File: config.mk
export PLATFORM = sky130hd
export DESIGN_NAME = ldm_ctrl
export DESIGN_NICKNAME = d
export VERILOG_FILES = /design/src/rtl/ldm_ctrl_pkg.sv /design/src/rtl/ldm_ctrl_ffs16.sv /design/src/rtl/ldm_ctrl.sv
export SDC_FILE = /design/constraint.sdc
export NUM_CORES = 1
export LEC_CHECK = 0
export ABC_AREA = 0
export CAP_MARGIN = 40
export CORE_ASPECT_RATIO = 0.9
export CORE_MARGIN = 2
export CORE_UTILIZATION = 40
export DETAILED_ROUTE_END_ITERATION = 10
export HOLD_SLACK_MARGIN = 0.15
export PLACE_DENSITY = 0.77
export SLEW_MARGIN = 20
export SYNTH_ARGS = -nofsm -noshare
export SYNTH_HDL_FRONTEND = slang
export SYNTH_HIERARCHICAL = 1
export SYNTH_SLANG_ARGS = --single-unit
File: constraint.sdc
create_clock -name i_clk -period 12.7 [get_ports i_clk]
set_input_delay 3.175 -clock i_clk [delete_from_list [all_inputs] [get_ports i_clk]]
set_output_delay 3.175 -clock i_clk [all_outputs]
set_load 0.005 [all_outputs]
File: src/rtl/ldm_ctrl_pkg.sv
// Shared types and constants for the LDM/STM block-transfer sequencer.
package ldm_ctrl_pkg;

  // Architectural register count (width of the register list)
  localparam int LDM_NREG       = 16;
  // Byte stride between consecutive transfers
  localparam int LDM_WORD_BYTES = 4;

  // Sequencer states; WBACK is only reachable with base write-back compiled in
  typedef enum logic [1:0] {
    IDLE  = 2'd0,
    XFER  = 2'd1,
    WBACK = 2'd2
  } state_t;

  // Addressing mode encoded as {P,U}
  typedef enum logic [1:0] {
    MODE_DA = 2'b00,
    MODE_IA = 2'b01,
    MODE_DB = 2'b10,
    MODE_IB = 2'b11
  } mode_t;

  // Sign-extend an 8-bit offset intermediate to a 32-bit byte offset
  function automatic logic [31:0] sext8(input logic [7:0] v);
    return {{24{v[7]}}, v};
  endfunction

endpackage

File: src/rtl/ldm_ctrl_ffs16.sv
// Lowest-set-bit finder over a 16-bit vector.
// idx is the position of the lowest set bit; found is 0 when the vector is empty.
module ldm_ctrl_ffs16 (
  input  logic [15:0] vec,
  output logic [3:0]  idx,
  output logic        found
);

  // Scan from the top down so the lowest set bit is the last one written
  always_comb begin
    idx   = 4'd0;
    found = 1'b0;
    for (int k = 15; k >= 0; k--) begin
      if (vec[k]) begin
        idx   = 4'(k);
        found = 1'b1;
      end
    end
  end

endmodule

File: src/rtl/ldm_ctrl.sv
// LDM/STM block-transfer sequencer for the EX stage.
// Walks the register list lowest register first, one memory beat per set bit,
// and holds the front of the pipeline until the sequence completes.
// Optional feature: define LDM_BASE_WB_EN to append a base write-back beat
// (WBACK) when the W bit is set; without it i_wb is ignored.
module ldm_ctrl
  import ldm_ctrl_pkg::*;
#(
  parameter int NREG       = LDM_NREG,
  parameter int WORD_BYTES = LDM_WORD_BYTES
) (
  input  logic            i_clk,
  input  logic            i_rst_n,
  input  logic            i_start,
  input  logic [NREG-1:0] i_reg_list,
  input  logic            i_is_load,
  input  logic            i_pre,
  input  logic            i_up,
  input  logic            i_wb,
  input  logic [3:0]      i_base_code,
  input  logic            i_stall,
  input  logic [31:0]     i_rf_rd_data,
  output logic [3:0]      o_rf_rd_code,
  output logic            o_busy,
  output logic [31:0]     o_ldm_offset,
  output logic            o_ldm_mem_vld,
  output logic [3:0]      o_ldm_reg_code,
  output logic [31:0]     o_ldm_reg,
  output logic            o_ldm_wb_vld,
  output logic            o_done
);

  localparam logic [NREG-1:0] ONE_HOT0 = NREG'(1);

  // Sequencer state
  state_t          state_reg;
  logic [NREG-1:0] pending_reg;
  logic [3:0]      idx_reg;
  logic [4:0]      n_reg;
  mode_t           mode_reg;
  logic            is_load_reg;
  logic [3:0]      base_reg;

  // Current-beat decode
  logic [3:0]      cur_code;
  logic            cur_found;
  logic [NREG-1:0] pending_next;
  logic            last_beat;
  logic [4:0]      list_count;
  logic            wb_follow;

  // Offset arithmetic, all in an 8-bit intermediate (range is -64..+64)
  logic [7:0]      w8;
  logic [7:0]      iw8;
  logic [7:0]      wn8;
  logic [7:0]      beat_off8;
  logic [7:0]      wb_off8;

`ifdef LDM_BASE_WB_EN
  logic            wb_reg;
  assign wb_follow = wb_reg;
`else
  // W bit has no effect in this build; base write-back belongs to other logic
  logic            unused_wb;
  assign unused_wb = i_wb;
  assign wb_follow = 1'b0;
`endif

  ldm_ctrl_ffs16 u_ffs (
    .vec   (pending_reg),
    .idx   (cur_code),
    .found (cur_found)
  );

  assign pending_next = pending_reg & ~(ONE_HOT0 << cur_code);
  assign last_beat    = cur_found && (pending_next == '0);

  // Number of transfers in the incoming list
  always_comb begin
    list_count = 5'd0;
    for (int k = 0; k < NREG; k++) begin
      list_count = list_count + 5'(i_reg_list[k]);
    end
  end

  assign w8  = 8'(WORD_BYTES);
  assign iw8 = w8 * {4'd0, idx_reg};
  assign wn8 = w8 * {3'd0, n_reg};

  // Per-beat offset: lowest register always lands on the lowest address
  always_comb begin
    beat_off8 = 8'd0;
    case (mode_reg)
      MODE_IA: beat_off8 = iw8;
      MODE_IB: beat_off8 = iw8 + w8;
      MODE_DA: beat_off8 = iw8 + w8 - wn8;
      MODE_DB: beat_off8 = iw8 - wn8;
      default: beat_off8 = 8'd0;
    endcase
  end

  // Base write-back moves the base by the whole block in the U direction
  assign wb_off8 = mode_reg[0] ? wn8 : (8'd0 - wn8);

  // Store data is a straight pass-through of the register-file read port
  assign o_ldm_reg = i_rf_rd_data;

  // Output decode from registered state; busy is raised in the accept cycle too
  always_comb begin
    o_busy         = 1'b0;
    o_ldm_offset   = 32'd0;
    o_ldm_mem_vld  = 1'b0;
    o_ldm_reg_code = 4'd0;
    o_rf_rd_code   = 4'd0;
    o_ldm_wb_vld   = 1'b0;
    o_done         = 1'b0;
    case (state_reg)
      IDLE: begin
        o_busy = i_start & i_rst_n;
      end
      XFER: begin
        o_busy = 1'b1;
        if (cur_found) begin
          o_ldm_mem_vld  = 1'b1;
          o_ldm_reg_code = cur_code;
          o_rf_rd_code   = cur_code;
          o_ldm_wb_vld   = is_load_reg;
          o_ldm_offset   = sext8(beat_off8);
          o_done         = ~i_stall & last_beat & ~wb_follow;
        end else begin
          // Empty list: a single no-op cycle that only signals completion
          o_done = ~i_stall;
        end
      end
      WBACK: begin
        o_busy         = 1'b1;
        o_ldm_wb_vld   = 1'b1;
        o_ldm_reg_code = base_reg;
        o_ldm_offset   = sext8(wb_off8);
        o_done         = ~i_stall;
      end
      default: ;
    endcase
  end

  // Sequencer: latch the request, step one register per unstalled cycle
  always_ff @(posedge i_clk) begin
    if (!i_rst_n) begin
      state_reg   <= IDLE;
      pending_reg <= '0;
      idx_reg     <= 4'd0;
      n_reg       <= 5'd0;
      mode_reg    <= MODE_DA;
      is_load_reg <= 1'b0;
      base_reg    <= 4'd0;
`ifdef LDM_BASE_WB_EN
      wb_reg      <= 1'b0;
`endif
    end else begin
      case (state_reg)
        IDLE: begin
          if (i_start) begin
            pending_reg <= i_reg_list;
            idx_reg     <= 4'd0;
            n_reg       <= list_count;
            mode_reg    <= mode_t'({i_pre, i_up});
            is_load_reg <= i_is_load;
            base_reg    <= i_base_code;
`ifdef LDM_BASE_WB_EN
            wb_reg      <= i_wb;
`endif
            state_reg   <= XFER;
          end
        end
        XFER: begin
          if (!i_stall) begin
            if (!cur_found) begin
              state_reg <= IDLE;
            end else begin
              pending_reg <= pending_next;
              idx_reg     <= idx_reg + 4'd1;
              if (last_beat) begin
                state_reg <= wb_follow ? WBACK : IDLE;
              end
            end
          end
        end
        WBACK: begin
          if (!i_stall) begin
            state_reg <= IDLE;
          end
        end
        default: state_reg <= IDLE;
      endcase
    end
  end

endmodule

# Word-level counts from Yosys, hierarchy flattened
# Cells that the tools add are included.
# totals
reg_bits	34
output_inout_bits	76
in_bits	60
# op_classes
add_sub_neg	20
reduce_logical	9
n_mux	60
n_shift	1
bitwise_logic	5
eq_ne	10
# ops
cell	count
$mux W4	21
$pmux W32 S2	1
$add A5 B1 Y5	11
$mux W16	3
$mux W32	1
$pmux W16 S2	1
$pmux W8 S4	1
$mux W1	20
$and A16 B16 Y16	1
$logic_not A16 Y1	1
$not A16 Y16	1
$pmux W4 S2	2
$shl A1 B4 Y16 const A	1
$mux W2	5
$mux W8	1
$ne A2 B2 Y1 const B	4
$reduce_and A4 Y1	2
$sub A1 B7 Y8 const A	1
$sub A6 B7 Y8	1
$sub A7 B7 Y8	1
$add A6 B3 Y7 const B	1
$eq A2 B2 Y1 const B	3
$pmux W1 S2	3
$pmux W2 S3	1
14 further kinds	17

# Longest topological paths before layout
# depth
depth_word	25
mapped_depth	12
ltp_nobuf	12

# Modules after synthesis
# Netlist, hierarchy kept.
# modules_own_cells
mod	area_per_inst_um2	n_inst	cells_per_inst
ldm_ctrl	2854.0	1	357
ldm_ctrl_ffs16	178.9	1	33

# Worst setup path before layout
# No wires, ideal clock.
# synth_timing
path_kind	register -> output
from	reg mode_reg[0]
to	out o_ldm_offset[10]
n_path_buf	1
path_stages_with_launch	10
arrival_ns	5.294
required_time_ns	9.525
setup_slack_ns	4.231
path_cell_list	dfxtp_1 inv_1 nand2_1 mux2_2 ha_1 a21o_1 a21oi_1 o21bai_1 a2111oi_0 buf_4
# synth_between
elab_chain_cells	4
elab_cells_between_ends	8
# synth_lines
item	line_no	rtl
start, declared	ldm_ctrl.sv:40	mode_t mode_reg;
start signal, assigned	ldm_ctrl.sv:166	mode_reg <= mode_t'({i_pre, i_up});
$eq A2 B2 Y1 (tied with other cells)	ldm_ctrl.sv:93	case (mode_reg)
$pmux W8 S4	ldm_ctrl.sv:93	
$mux W32	ldm_ctrl.sv:123	if (cur_found) begin
$pmux W32 S2 (*)	ldm_ctrl.sv:117	case (state_reg)
end, declared	ldm_ctrl.sv:25	output logic [31:0] o_ldm_offset,
# Every way passes the cells marked *; elsewhere a longest branch is shown, timed or not.

# Worst setup path in the final report
# layout_timing
from	in i_stall
to	out o_done
# layout_between
elab_chain_cells	4
# layout_lines
item	line_no	rtl
start, declared	ldm_ctrl.sv:21	input logic i_stall,
$not A1 Y1 (*)	ldm_ctrl.sv:129, ldm_ctrl.sv:132, ldm_ctrl.sv:140	
$and A1 B1 Y1	ldm_ctrl.sv:129	o_done = ~i_stall & last_beat & ~wb_follow;
$mux W1	ldm_ctrl.sv:123	
$pmux W1 S2 (*)	ldm_ctrl.sv:117	
end, declared	ldm_ctrl.sv:30	output logic o_done
# Marks and branches as above.

==> results.cfg <==
[run_status]
status = finished clean

[floorplan]
placementRows = 30
die_h_um = 86.6
start_util = 0.408
core_area_um2 = 7430
ios = 136
fp.dieArea_um2 = 8300
die_width_um = 95.8

[clock_tree]
cts_max_level = 2
post_cts_buffers = 0
cts_tree = done
ctsHoldBuffers = 0
worstSkewPairLatency_ns = 0.29
cts_root_buf = clkbuf_8
clk_pin_slew_ns = 0.06
cts_buffer_depth = 2
cts_resized = 0
cts_inserted_buffers = 5
clock-sinks = 29

[placement]
portBuffers = 64
dp_slack_ns = 4.64
hpwl_um = 5390
place.gp.congestion = 0.907

[grt]
grt_pass1_vias = 2505
met3_usage = 0.0409
overflow = 0
grt_util_met1 = 0.240
antenna_found_initial = 0
grt.busiest_layer = met2
grt_usage = 0.178
grt_pass1_wl_um = 11800
grtUsageMet2 = 0.272
grt_max_degree = 32

[worst_setup_path]
cp.required_ns = 9.52
cpPeakStageDelay_ns = 0.58
path_common_cell = clkdlybuf4s50_1
critPathMaxFanout = 5
reg2reg_to = state_reg[0]
rrSetupSlack_ns = 9.92
crit_buf_inv = 2
crit_arrival_ns = 4.86
critPathSlowestCell = clkdlybuf4s50_1
critical-path-top-delay-family = buffers and inverters
path_cells = clkdlybuf4s50_1 -> nor2b_1 -> o2111ai_1 -> o41ai_2 -> clkdlybuf4s50_1
worstRegToRegCells = 8
critPathCaptureType = output pin
path_class = input port to output pin
r2r_start = pending_reg[13]
start_kind = input port

[hold_path]
hp-class = flip-flop to flip-flop
min_to = n_reg[2]
min_path_cells = 2
hold_start = n_reg[2]

[timing]
period_minus_slack_ns = 8.03
hold_viol_final = 0
worstMarginPinSlew_ns = 0.855
setup_tns_ns = 0
holdWs_ns = 0.468
drv_slew = 0
slew_headroom = 0.430
setup_ws_ns = 4.67
fin_skew_ns = 0.00611
max_freq_mhz = 124
rsz0062_at_grt = false
setup_viol = 0
post-route-period-util = 0.632

[synth]
synth_common_cells = buf_4, nand2_1, dfxtp_1, inv_1, nor2_1
synth-seq-cells = 29
netlist_area_um2 = 3030
yosysWarnings = 6
synthTopCellsByArea = dfxtp_1, buf_4, fa_1
synth_cell_type_count = 53
ys_seq_area_frac = 0.191
syn_inst = 390
synthFlopType = dfxtp_1
synthArstFlopShare = 0
yosysTopAreaCell = dfxtp_1
synth.avg_cell_area_um2 = 7.78
yosysMostFrequentCell = buf_4
synth_top_area_share = 0.191
synth-edff-count = 0

[flow_run]
maxCapViolCount = 0

[final_layout]
n_antenna_cell = 0
post-route-util = 0.456
final_layout_size_suffix_gt1_frac = 0.0614
largest_reg_flops = 16
area_growth_pct = 11.7
nets = 472

[detailed_routing]
final_antenna_net_count = 0
wirelength_um = 7030
drtIter0Drc = 143
post_drt_wl_per_cell_um = 14.4
dr.pass1.iters = 4
via_per_inst = 5.29
route.detailed.drc = 0
dr_total_vias = 2578

[power]
power_leakage_nw = 1.37
p_per_area_nw_per_um2 = 126
finalPower_w = 0.000425
ir_drop_mv = 0.0437
-- kinds of logic after synthesis --
logic type	Yosys count	synth area share
AOI/OAI and AO/OA	90	0.208
xor gates and xnor gates	11	0.0318
adders and majority gates	22	0.118
buffers and inverters	108	0.222
DFF	29	0.191
muxes	1	0.00371
other	1	0.00124
and+or+nand+nor	128	0.224
-- layout by cell type, fill, tap and decap left out, drive strengths merged, types with 6 or more instances in the layout --
cell	synthesis	layout
a21boi	17	17
a21oi	11	11
a22oi	7	7
and3	7	7
buf	70	8
clkbuf	10	6
clkdlybuf4s50	0	64
dfxtp	29	29
fa	11	11
ha	11	11
inv	28	28
nand2	46	46
nand2b	8	8
nor2	21	21
nor2b	16	16
o21ai	19	19
o31a	6	6
xnor2	7	7
-- metrics by stage --
| step | instance area, um^2 | std cells |
|---|---|---|
| after floorplan | 3040 | 391 |
| final | 3390 | 487 |
| after detailed placement | 3290 | 478 |
| after global placement | 3290 | 478 |
| after CTS | 3370 | 486 |
| after global routing | 3390 | 487 |
-- power by group --
group	internal [W]	switching, W
sequential	0.0000999	0.0000108
combinational	0.000126	0.000115
clock	0.0000378	0.0000359
-- how the worst max path moves through the flow --
| stage | start | endpoint | slack (ns) | cells past startpoint |
|---|---|---|---|---|
| floorplan | mode_reg[0] | o_ldm_offset[10] | 4.23 | 9 |
| global placement | i_stall | o_done | 4.67 | 5 |
| detailed placement | i_stall | o_done | 4.64 | 5 |
| CTS | i_stall | o_done | 4.63 | 5 |
| global route | i_stall | o_done | 4.52 | 5 |
| finish | i_stall | o_done | 4.67 | 5 |
-- layout make-up --
type | count | area [um^2]
fill | 746 | 4050
clock buffer | 6 | 72.6
multi-input combinational | 254 | 1790
tap | 96 | 120
inverter | 28 | 105
sequential | 29 | 581
timing repair buffer | 72 | 708
clock inverter | 2 | 10.0
-- worst register-to-register path, cell delays in order, from the launching register on --
cell and delay, ns:
dfxtp_1 0.47, a21oi_1 0.07, o311a_2 0.34, o22ai_1 0.68, nand3b_1 0.25, nor3b_1 0.27, o32ai_1 0.13, o41ai_2 0.39
nor2_1 0.08
-- routing by layer --
metal,vias up,part of all wire
li1,1263,-
met1,1202,0.45
met2,100,0.46
met3,13,0.070
met4,0,0.018
met5,-,0
No activity file was read; power rests on OpenSTA's default activity.
